File: config.mk
export PLATFORM = sky130hd
export DESIGN_NAME = bias_seq_ctrl_flat
export DESIGN_NICKNAME = d
export VERILOG_FILES = /design/src/rtl/bias_seq_ctrl_if.sv /design/src/rtl/bias_seq_ctrl.sv /design/src/flat_wrapper.sv
export SDC_FILE = /design/constraint.sdc
export NUM_CORES = 1
export LEC_CHECK = 0
export ABC_AREA = 1
export CORE_AREA = 2 2 679 681
export DETAILED_ROUTE_END_ITERATION = 8
export DIE_AREA = 0 0 681 683
export GPL_ROUTABILITY_DRIVEN = 0
export PLACE_DENSITY_LB_ADDON = 0.25
export RECOVER_POWER = 50
export REMOVE_ABC_BUFFERS = 1
export SYNTH_ARGS = -nofsm -noshare
export SYNTH_HDL_FRONTEND = slang
export SYNTH_SLANG_ARGS = --single-unit
File: constraint.sdc
create_clock -name clk -period 8.2 [get_ports clk]
set_clock_uncertainty 0.05 [all_clocks]
set_input_delay 1.64 -clock clk [delete_from_list [all_inputs] [get_ports clk]]
set_output_delay 1.64 -clock clk [all_outputs]
set_load 0.02 [all_outputs]
File: src/rtl/bias_seq_ctrl_if.sv
// ---- bias_seq_ctrl_if : accumulator-in / result-out stream bundle (rev 1.0) ----
`timescale 1ns/1ps
`default_nettype none

interface bias_seq_ctrl_if #(
  parameter int N_adder_tree = 16
) ();
  logic                        acc_valid;
  logic [N_adder_tree*18-1:0]  acc_data;
  logic                        acc_ready;
  logic                        out_valid;
  logic [N_adder_tree*18-1:0]  out_data;
  logic                        out_ready;

  modport master (
    output acc_valid, acc_data, out_ready,
    input  acc_ready, out_valid, out_data
  );

  modport slave (
    input  acc_valid, acc_data, out_ready,
    output acc_ready, out_valid, out_data
  );
endinterface

`default_nettype wire

File: src/rtl/bias_seq_ctrl.sv
// ---- bias_seq_ctrl : per-group bias add, saturate and optional ReLU sequencer (rev 1.0) ----
`timescale 1ns/1ps
`default_nettype none

module bias_seq_ctrl #(
  parameter int N_adder_tree = 16,
  parameter int N_GROUPS     = 4,
  parameter int PIXELS       = 49,
  parameter int RELU         = 1,
  localparam int GW = (N_GROUPS > 1) ? $clog2(N_GROUPS) : 1,
  localparam int PW = (PIXELS > 1) ? $clog2(PIXELS) : 1
) (
  input  wire logic                                clk,
  input  wire logic                                rst,
  input  wire logic                                start,
  bias_seq_ctrl_if.slave                           bus,
  input  wire logic [N_GROUPS*N_adder_tree*18-1:0] bias_bank,
  output logic [GW-1:0]                            group_idx,
  output logic [PW-1:0]                            pixel_cnt,
  output logic                                     busy,
  output logic                                     done
);

  localparam int             LANE_BITS = N_adder_tree * 18;
  localparam logic [GW-1:0]  GRP_LAST  = GW'(N_GROUPS - 1);
  localparam logic [PW-1:0]  PIX_LAST  = PW'(PIXELS - 1);

  typedef enum logic [1:0] {
    IDLE  = 2'd0,
    RUN   = 2'd1,
    DRAIN = 2'd2,
    DONE  = 2'd3
  } state_t;

  state_t                 state;
  state_t                 state_nxt;
  logic                   accept;
  logic                   pix_wrap;
  logic                   last_beat;
  logic [LANE_BITS-1:0]   bias_vec;
  logic [LANE_BITS-1:0]   result;

  assign bus.acc_ready = (state == RUN) && (!bus.out_valid || bus.out_ready);
  assign accept        = bus.acc_valid && bus.acc_ready;
  assign pix_wrap      = (pixel_cnt == PIX_LAST);
  assign last_beat     = pix_wrap && (group_idx == GRP_LAST);
  assign busy          = (state == RUN) || (state == DRAIN);
  assign done          = (state == DONE);

  // Bias is taken from the group in force before this beat's counter update.
  assign bias_vec = bias_bank[int'(group_idx) * LANE_BITS +: LANE_BITS];

  for (genvar k = 0; k < N_adder_tree; k++) begin : g_lane
    logic [17:0] a;
    logic [17:0] b;
    logic [18:0] sum;
    logic [17:0] sat;

    assign a   = bus.acc_data[18*k +: 18];
    assign b   = bias_vec[18*k +: 18];
    assign sum = {a[17], a} + {b[17], b};

    always_comb begin
      sat = sum[17:0];
      if (sum[18] != sum[17]) begin
        sat = sum[18] ? 18'h20000 : 18'h1FFFF;
      end
      if ((RELU != 0) && sat[17]) begin
        sat = '0;
      end
    end

    assign result[18*k +: 18] = sat;
  end

  always_ff @(posedge clk) begin
    if (rst) begin
      state <= IDLE;
    end else begin
      state <= state_nxt;
    end
  end

  always_comb begin
    state_nxt = state;
    case (state)
      IDLE:    if (start) state_nxt = RUN;
      RUN:     if (accept && last_beat) state_nxt = DRAIN;
      DRAIN:   if (!bus.out_valid || bus.out_ready) state_nxt = DONE;
      DONE:    state_nxt = IDLE;
      default: state_nxt = IDLE;
    endcase
  end

  always_ff @(posedge clk) begin
    if (rst) begin
      group_idx <= '0;
      pixel_cnt <= '0;
    end else if ((state == IDLE) && start) begin
      group_idx <= '0;
      pixel_cnt <= '0;
    end else if (accept) begin
      if (pix_wrap) begin
        pixel_cnt <= '0;
        group_idx <= (group_idx == GRP_LAST) ? '0 : group_idx + 1'b1;
      end else begin
        pixel_cnt <= pixel_cnt + 1'b1;
      end
    end
  end

  // A new beat may replace a result in the same cycle it is handed off.
  always_ff @(posedge clk) begin
    if (rst) begin
      bus.out_valid <= 1'b0;
      bus.out_data  <= '0;
    end else if (accept) begin
      bus.out_valid <= 1'b1;
      bus.out_data  <= result;
    end else if (bus.out_ready) begin
      bus.out_valid <= 1'b0;
    end
  end

endmodule

`default_nettype wire

File: src/flat_wrapper.sv
// flat-port wrapper written by rule: the top's interface ports become plain ports
module bias_seq_ctrl_flat 
#(
  parameter int N_adder_tree = 16,
  parameter int N_GROUPS     = 4,
  parameter int PIXELS       = 49,
  parameter int RELU         = 1,
  localparam int GW = (N_GROUPS > 1) ? $clog2(N_GROUPS) : 1,
  localparam int PW = (PIXELS > 1) ? $clog2(PIXELS) : 1
)
  (clk, rst, start, bias_bank, group_idx, pixel_cnt, busy, done, bus_acc_valid, bus_acc_data, bus_out_ready, bus_acc_ready, bus_out_valid, bus_out_data);
  bias_seq_ctrl_if #(.N_adder_tree(N_adder_tree)) bus_i ();
  input  wire logic clk;
  input  wire logic rst;
  input  wire logic start;
  input  wire logic [N_GROUPS*N_adder_tree*18-1:0] bias_bank;
  output logic [GW-1:0] group_idx;
  output logic [PW-1:0] pixel_cnt;
  output logic busy;
  output logic done;
  input wire logic [$bits(bus_i.acc_valid)-1:0] bus_acc_valid;
  input wire logic [$bits(bus_i.acc_data)-1:0] bus_acc_data;
  input wire logic [$bits(bus_i.out_ready)-1:0] bus_out_ready;
  output wire logic [$bits(bus_i.acc_ready)-1:0] bus_acc_ready;
  output wire logic [$bits(bus_i.out_valid)-1:0] bus_out_valid;
  output wire logic [$bits(bus_i.out_data)-1:0] bus_out_data;
  assign bus_i.acc_valid = bus_acc_valid;
  assign bus_i.acc_data = bus_acc_data;
  assign bus_i.out_ready = bus_out_ready;
  assign bus_acc_ready = bus_i.acc_ready;
  assign bus_out_valid = bus_i.out_valid;
  assign bus_out_data = bus_i.out_data;
  bias_seq_ctrl #(.N_adder_tree(N_adder_tree), .N_GROUPS(N_GROUPS), .PIXELS(PIXELS), .RELU(RELU)) u_core (.clk(clk), .rst(rst), .start(start), .bus(bus_i), .bias_bank(bias_bank), .group_idx(group_idx), .pixel_cnt(pixel_cnt), .busy(busy), .done(done));
endmodule
==> impl_metrics.ini, run 1 <==
[clocking]
cts_hold_buf = 0
clockBufferDepth = 3
post_cts.repair.setup_buffers = 0
cts-resized-gates = 0
clkTransAtPathRegs_ns = 0.06
clock-sinks = 283
cts_tree = done
cts_made_buffers = 43
cts_max_level = 2
insertion_delay_ns = 0.69
cts-root-buf = clkbuf_16

[critical_path]
end_kind = flip-flop
crit_buf_inv = 3
cp_max_fo = 91
cp.arrival_ns = 6.49
crit_slowest_cell = clkinvlp_2
critPathRequiredTime_ns = 8.73
cp_cell_sequence = clkdlybuf4s50_1 -> nor2_1 -> nor2_1 -> nand2_8 -> clkinvlp_2 -> buf_4 -> nand2_1 -> o21ai_0 -> nand3_1 -> nand2_1 -> nand2_1 -> nor2_1
cp-start-kind = primary input
critPathTopFamily = buffers and inverters
crit_type = primary input to flip-flop
slowest_delay_ns = 1.83

[placement]
dp.cells = 14700
place_area_mm2 = 0.0632
dp.final_hpwl_um = 287000
port_buffers = 1728

[sta]
max_freq_ghz = 0.168
relSlewSlack_pct = -42.4
fin_crit_sh_pct = 72.7
holdWs_ns = 0.410
min_period_ns = 5.96
worstMarginPinSlew_ns = 2.12
slew_viol_final = 13
hold_violations = 0
rsz0062_at_grt = false
setup_violations = 0

[global_routing]
grt_pass1_wl_um = 426000
grt.total_usage_pct = 13.2
grt_pass1_vias = 50100
grt_max_degree = 124
overflow = 0
antenna_found_initial = 155

[synth]
synth_warnings = 0
ys_ff_latch = 283
avgSynthCellArea_um2 = 5.51
netlist_top_cells_area = nand2_1 22%, dfxtp_1 14%, ha_1 9.4%
syn_inst = 7121
synth_edf_count = 0
netlist_area_mm2 = 0.0392
synth_top_area_share_pct = 21.5
synthArstFlopShare_pct = 0
ys_types = 38
yosysTopAreaCell = nand2_1
synth-main-ff-cell = dfxtp_1
ys_seq_area_share_pct = 14.4

[power]
power_w = 0.00802
p_leak_nw = 28.1
p_per_area_mw_per_mm2 = 124
ir_drop_v = 0.000143

[cells_and_area]
post-route-util_pct = 14.1
fin_nets = 10400
area_growth_syn_to_layout_pct = 65.1
drive_above_1_share_pct = 4.33
fin_cells = 14900
finalInstanceArea_mm2 = 0.0648

[floorplanning]
initial_utilization_pct = 8.56
dieArea_mm2 = 0.465
io_pins = 1745
die_y_um = 683
core-area_mm2 = 0.458
row_count = 249
die_x_um = 681

[run]
drv_cap = 3

[route]
drc = 0
routed_wl_um = 326000
dr_total_vias = 51900
ant_nets = 0
avgRoutedWirePerCell_um = 21.9
drt_pass1_iterations = 6
routed_via_density = 3.50
drt-initial-drc-count = 3445

[worst_hold_path]
hold_class = flip-flop to flip-flop

[run_status]
status = finished, violations left
violations = capacitance limit, slew limit
flip-flops by register name (all words and copies together), names as in the netlist:
register / flops
u_core.group_idx: 2
u_core.bus.out_valid: 1
u_core.bus.out_data: 272
u_core.pixel_cnt: 6
u_core.state: 2
cells in the final DEF, fill, tap and decap left out, types with 34 or more instances in the layout:
master	n
a21oi_2	34
a21oi_1	454
nand3_2	62
nor3_1	60
nand2_2	97
ha_1	296
nand3_1	468
diode_2	39
dlygate4sd3_1	275
dfxtp_1	281
nand4_1	58
o21ai_0	567
clkbuf_16	44
xnor2_1	90
inv_1	837
nand2_1	2251
clkdlybuf4s50_1	1447
nor2_1	785
o22ai_1	270
kinds of logic after synthesis:
kind of cell	count (synthesis)	share of synthesized area, %
AOI/OAI and AO/OA	1345	18.5
adders and majority gates	312	10.3
xor gates and xnor gates	112	2.50
DFF	283	14.4
buffers and inverters	1171	12.2
other	1	0.00956
and+or+nand+nor	3897	42.1
worst reg2reg max path: stages, from the launching register on:
cell and delay [ns]:
dfxtp_4 0.66, buf_12 0.49, buf_4 0.67, o21ai_0 0.22, o22ai_1 0.58, ha_1 0.40, inv_1 0.09, fa_1 0.44
inv_1 0.11, nand3_1 0.15, nand3_2 0.13, nand2_2 0.06, nand3_2 0.07, nand2_2 0.06, nor2_4 0.49, nand2_1 0.10
a21oi_1 0.14
final timing paths:
path                                start                        to  slack, ns  depth (start not counted)
hold reg to reg   u_core.bus.out_data[18]   u_core.bus.out_data[18]       0.41                          2
hold / removal    u_core.bus.out_data[18]   u_core.bus.out_data[18]       0.41                          2
setup / recovery            bus_out_ready           u_core.state[0]       2.24                         12
setup reg to reg      u_core.group_idx[0]  u_core.bus.out_data[185]       3.14                         16
layout make-up:
| cell class | count | area (um2) |
|---|---|---|
| antenna | 39 | 97.6 |
| clock buffer | 57 | 1230 |
| clock inverter | 22 | 330 |
| fill | 53700 | 393000 |
| inverter | 855 | 3230 |
| multi-input combinational | 5682 | 28900 |
| sequential | 283 | 5670 |
| tap | 6149 | 7690 |
| timing repair buffer | 1768 | 17700 |
metrics by stage:
step                      setup TNS, ns  setup slack (ns)
after floorplan                -5974.70            -21.94
after global placement                0              2.87
after detailed placement              0              2.87
after CTS                             0              3.12
after global routing                  0              1.90
final                                 0              2.24
cell usage after synthesis, types with 5 or more instances:
cell,instances
a21oi_1,454
a21oi_2,34
a32oi_1,16
and2_0,13
and2_1,28
buf_1,10
buf_2,59
buf_4,26
buf_6,29
clkbuf_1,191
dfxtp_1,283
fa_1,16
ha_1,296
inv_1,838
inv_2,16
nand2_1,2251
nand2_2,97
nand2_4,5
nand3_1,468
nand3_2,62
nand3b_1,28
nand4_1,58
nor2_1,784
nor2_2,17
nor2_4,18
nor3_1,60
o21ai_0,567
o22ai_1,272
or2_2,6
xnor2_1,90
xor2_1,22
routing by layer:
metal / track usage [%] / up-vias / wire length, um
li1: - / 26100 / -
met1: 16.2 / 23800 / 137000
met2: 22.7 / 1621 / 154000
met3: 3.97 / 329 / 25400
met4: 2.95 / 50 / 8240
met5: 0 / - / 325
report_power, final:
| group | internal, W | switching (W) | total, W |
|---|---|---|---|
| registers | 0.00156 | 0.000165 | 0.00173 |
| logic | 0.00165 | 0.00252 | 0.00418 |
| clock network | 0.00123 | 0.000883 | 0.00211 |
| total | 0.00445 | 0.00357 | 0.00802 |
No activity file was read; power rests on OpenSTA's default activity.
==> run 2: changes to the inputs <==
Clock period 8.2 ns to 5.9 ns, I/O delays scaled along.
==> impl_metrics.ini, run 2 (synthesized netlist as in run 1, its figures left out) <==
[global_routing]
overflow = 0
grt.total_usage_pct = 13.2
grt_pass1_wl_um = 425000
grt_max_degree = 163
antenna_found_initial = 150
grt_pass1_vias = 49600

[cells_and_area]
area_growth_syn_to_layout_pct = 66.0
largest_register = u_core.bus.out_data
fin_nets = 10400
most-common-layout-cells = 2251 x nand2_1, 1453 x clkdlybuf4s50_1, 837 x inv_1
top_regs = u_core.bus.out_data (272), u_core.pixel_cnt (6)
final_common_cell = nand2_1
largest_reg_flops = 272
drive_above_1_share_pct = 4.69
fin_cells = 14900

[sta]
hold_violations = 0
relSlewSlack_pct = -101
min_period_ns = 4.86
setup_violations = 0
rsz0062_at_grt = false
max_freq_ghz = 0.206
postLayoutSetupSlackWorst_ns = 1.04
slew_viol_final = 114
fin_crit_sh_pct = 82.4
worstMarginPinSlew_ns = 3.02

[floorplanning]
initial_utilization_pct = 8.56
row_count = 249
die_x_um = 681
io_pins = 1745
die_y_um = 683
dieArea_mm2 = 0.465
core-area_mm2 = 0.458

[critical_path]
cp.arrival_ns = 5.37
crit_top_cell = nand2_1
crit_slowest_cell = clkinvlp_2
cp_max_fo = 57
cp_cell_sequence = clkdlybuf4s50_1 -> nor2_1 -> nor2_4 -> nand2_8 -> clkinvlp_2 -> clkbuf_2 -> nand2_1 -> o21ai_0 -> nand3_1 -> nand2_1 -> nand2_1 -> nor2_1
end_kind = flip-flop
slowest_delay_ns = 1.12
crit_buf_inv = 3
crit_type = primary input to flip-flop
cp-start-kind = primary input
critPathTopFamily = buffers and inverters
critPathRequiredTime_ns = 6.41

[clocking]
clock-sinks = 283
cts-resized-gates = 0
cts-root-buf = clkbuf_16
clockBufferDepth = 3
cts_made_buffers = 42
post_cts.repair.setup_buffers = 0
clkTransAtPathRegs_ns = 0.06
cts_hold_buf = 0
cts_tree = done
cts_max_level = 2
insertion_delay_ns = 0.67

[run]
drv_cap = 1

[route]
avgRoutedWirePerCell_um = 21.9
drt-initial-drc-count = 3529
dr_total_vias = 52200
drc = 0
routed_via_density = 3.50
drt_pass1_iterations = 6
routed_wl_um = 326000
ant_nets = 0

[power]
ir_drop_v = 0.000214
power_w = 0.0111
p_per_area_mw_per_mm2 = 170
p_leak_nw = 28.3

[run_status]
violations = capacitance limit, slew limit
status = finished, violations left

[placement]
dp.final_hpwl_um = 287000
pre_cts_slack_ns = 0.841
dp.cells = 14800
port_buffers = 1728

[worst_hold_path]
hold_class = flip-flop to flip-flop
[run 2: cell count changes in the layout (fill, tap and decap cells not counted), moves of 3 or more]
cell             previous run  this run
clkdlybuf4s50_1          1447      1453
buf_12                     10        16
dlygate4sd3_1             275       269
o21ai_0                   567       564
o21ai_1                     0         3
buf_4                      30        59
diode_2                    39        65
inv_6                       5         2
[run 2: cell type report]
| type | instances | area (um2) |
|---|---|---|
| Fill cell | 53700 | 393000 |
| Tap cell | 6149 | 7690 |
| Clock buffer | 58 | 1290 |
| Antenna cell | 65 | 163 |
| Sequential cell | 283 | 5670 |
| Timing Repair Buffer | 1805 | 18000 |
| Inverter | 855 | 3230 |
| Clock inverter | 16 | 200 |
| Multi-Input combinational cell | 5682 | 28800 |
[run 2: per-layer routing]
metal  part of all wire [%]  up-vias  wire (um)  GRT usage (%)
met2                     48     1617     155000           22.4
met1                     41    24000     134000           15.9
li1                       -    26200          -              -
met4                    2.6       50       8360           3.77
met3                    8.5      321      27800           4.36
met5                   0.10        -        331              0
[run 2: final timing paths]
check                    startpoint  slack, ns                  endpoint  cells after the start
min          u_core.bus.out_data[2]       0.41    u_core.bus.out_data[2]                      2
max reg2reg     u_core.group_idx[0]       1.43  u_core.bus.out_data[115]                     16
max                   bus_out_ready       1.04           u_core.state[0]                     12
min reg2reg  u_core.bus.out_data[2]       0.41    u_core.bus.out_data[2]                      2
[run 2: power breakdown]
| part | internal [W] | switching [W] | leakage (nW) |
|---|---|---|---|
| clock network | 0.00169 | 0.00120 | 0.733 |
| registers | 0.00217 | 0.000217 | 2.30 |
| logic | 0.00232 | 0.00350 | 25.2 |
| total | 0.00618 | 0.00492 | 28.3 |
[run 2: through the flow]
stage | setup TNS (ns) | area, um2 | hold WS (ns) | util, %
final | 0 | 65100 | 0.410 | 14.2
after global routing | 0 | 65100 | 0.426 | 14.2
after CTS | 0 | 65000 | 0.415 | 14.2
after detailed placement | 0 | 63500 | 0.406 | 13.9
after global placement | 0 | 63500 | 0.403 | 13.9
after floorplan | -6611.34 | 37700 | 0.462 | -
[run 2: tightest hold or removal path: stages, from the launching register on]
cell and delay (ns):
dfxtp_1 0.30, nand2_1 0.06, a21oi_1 0.05
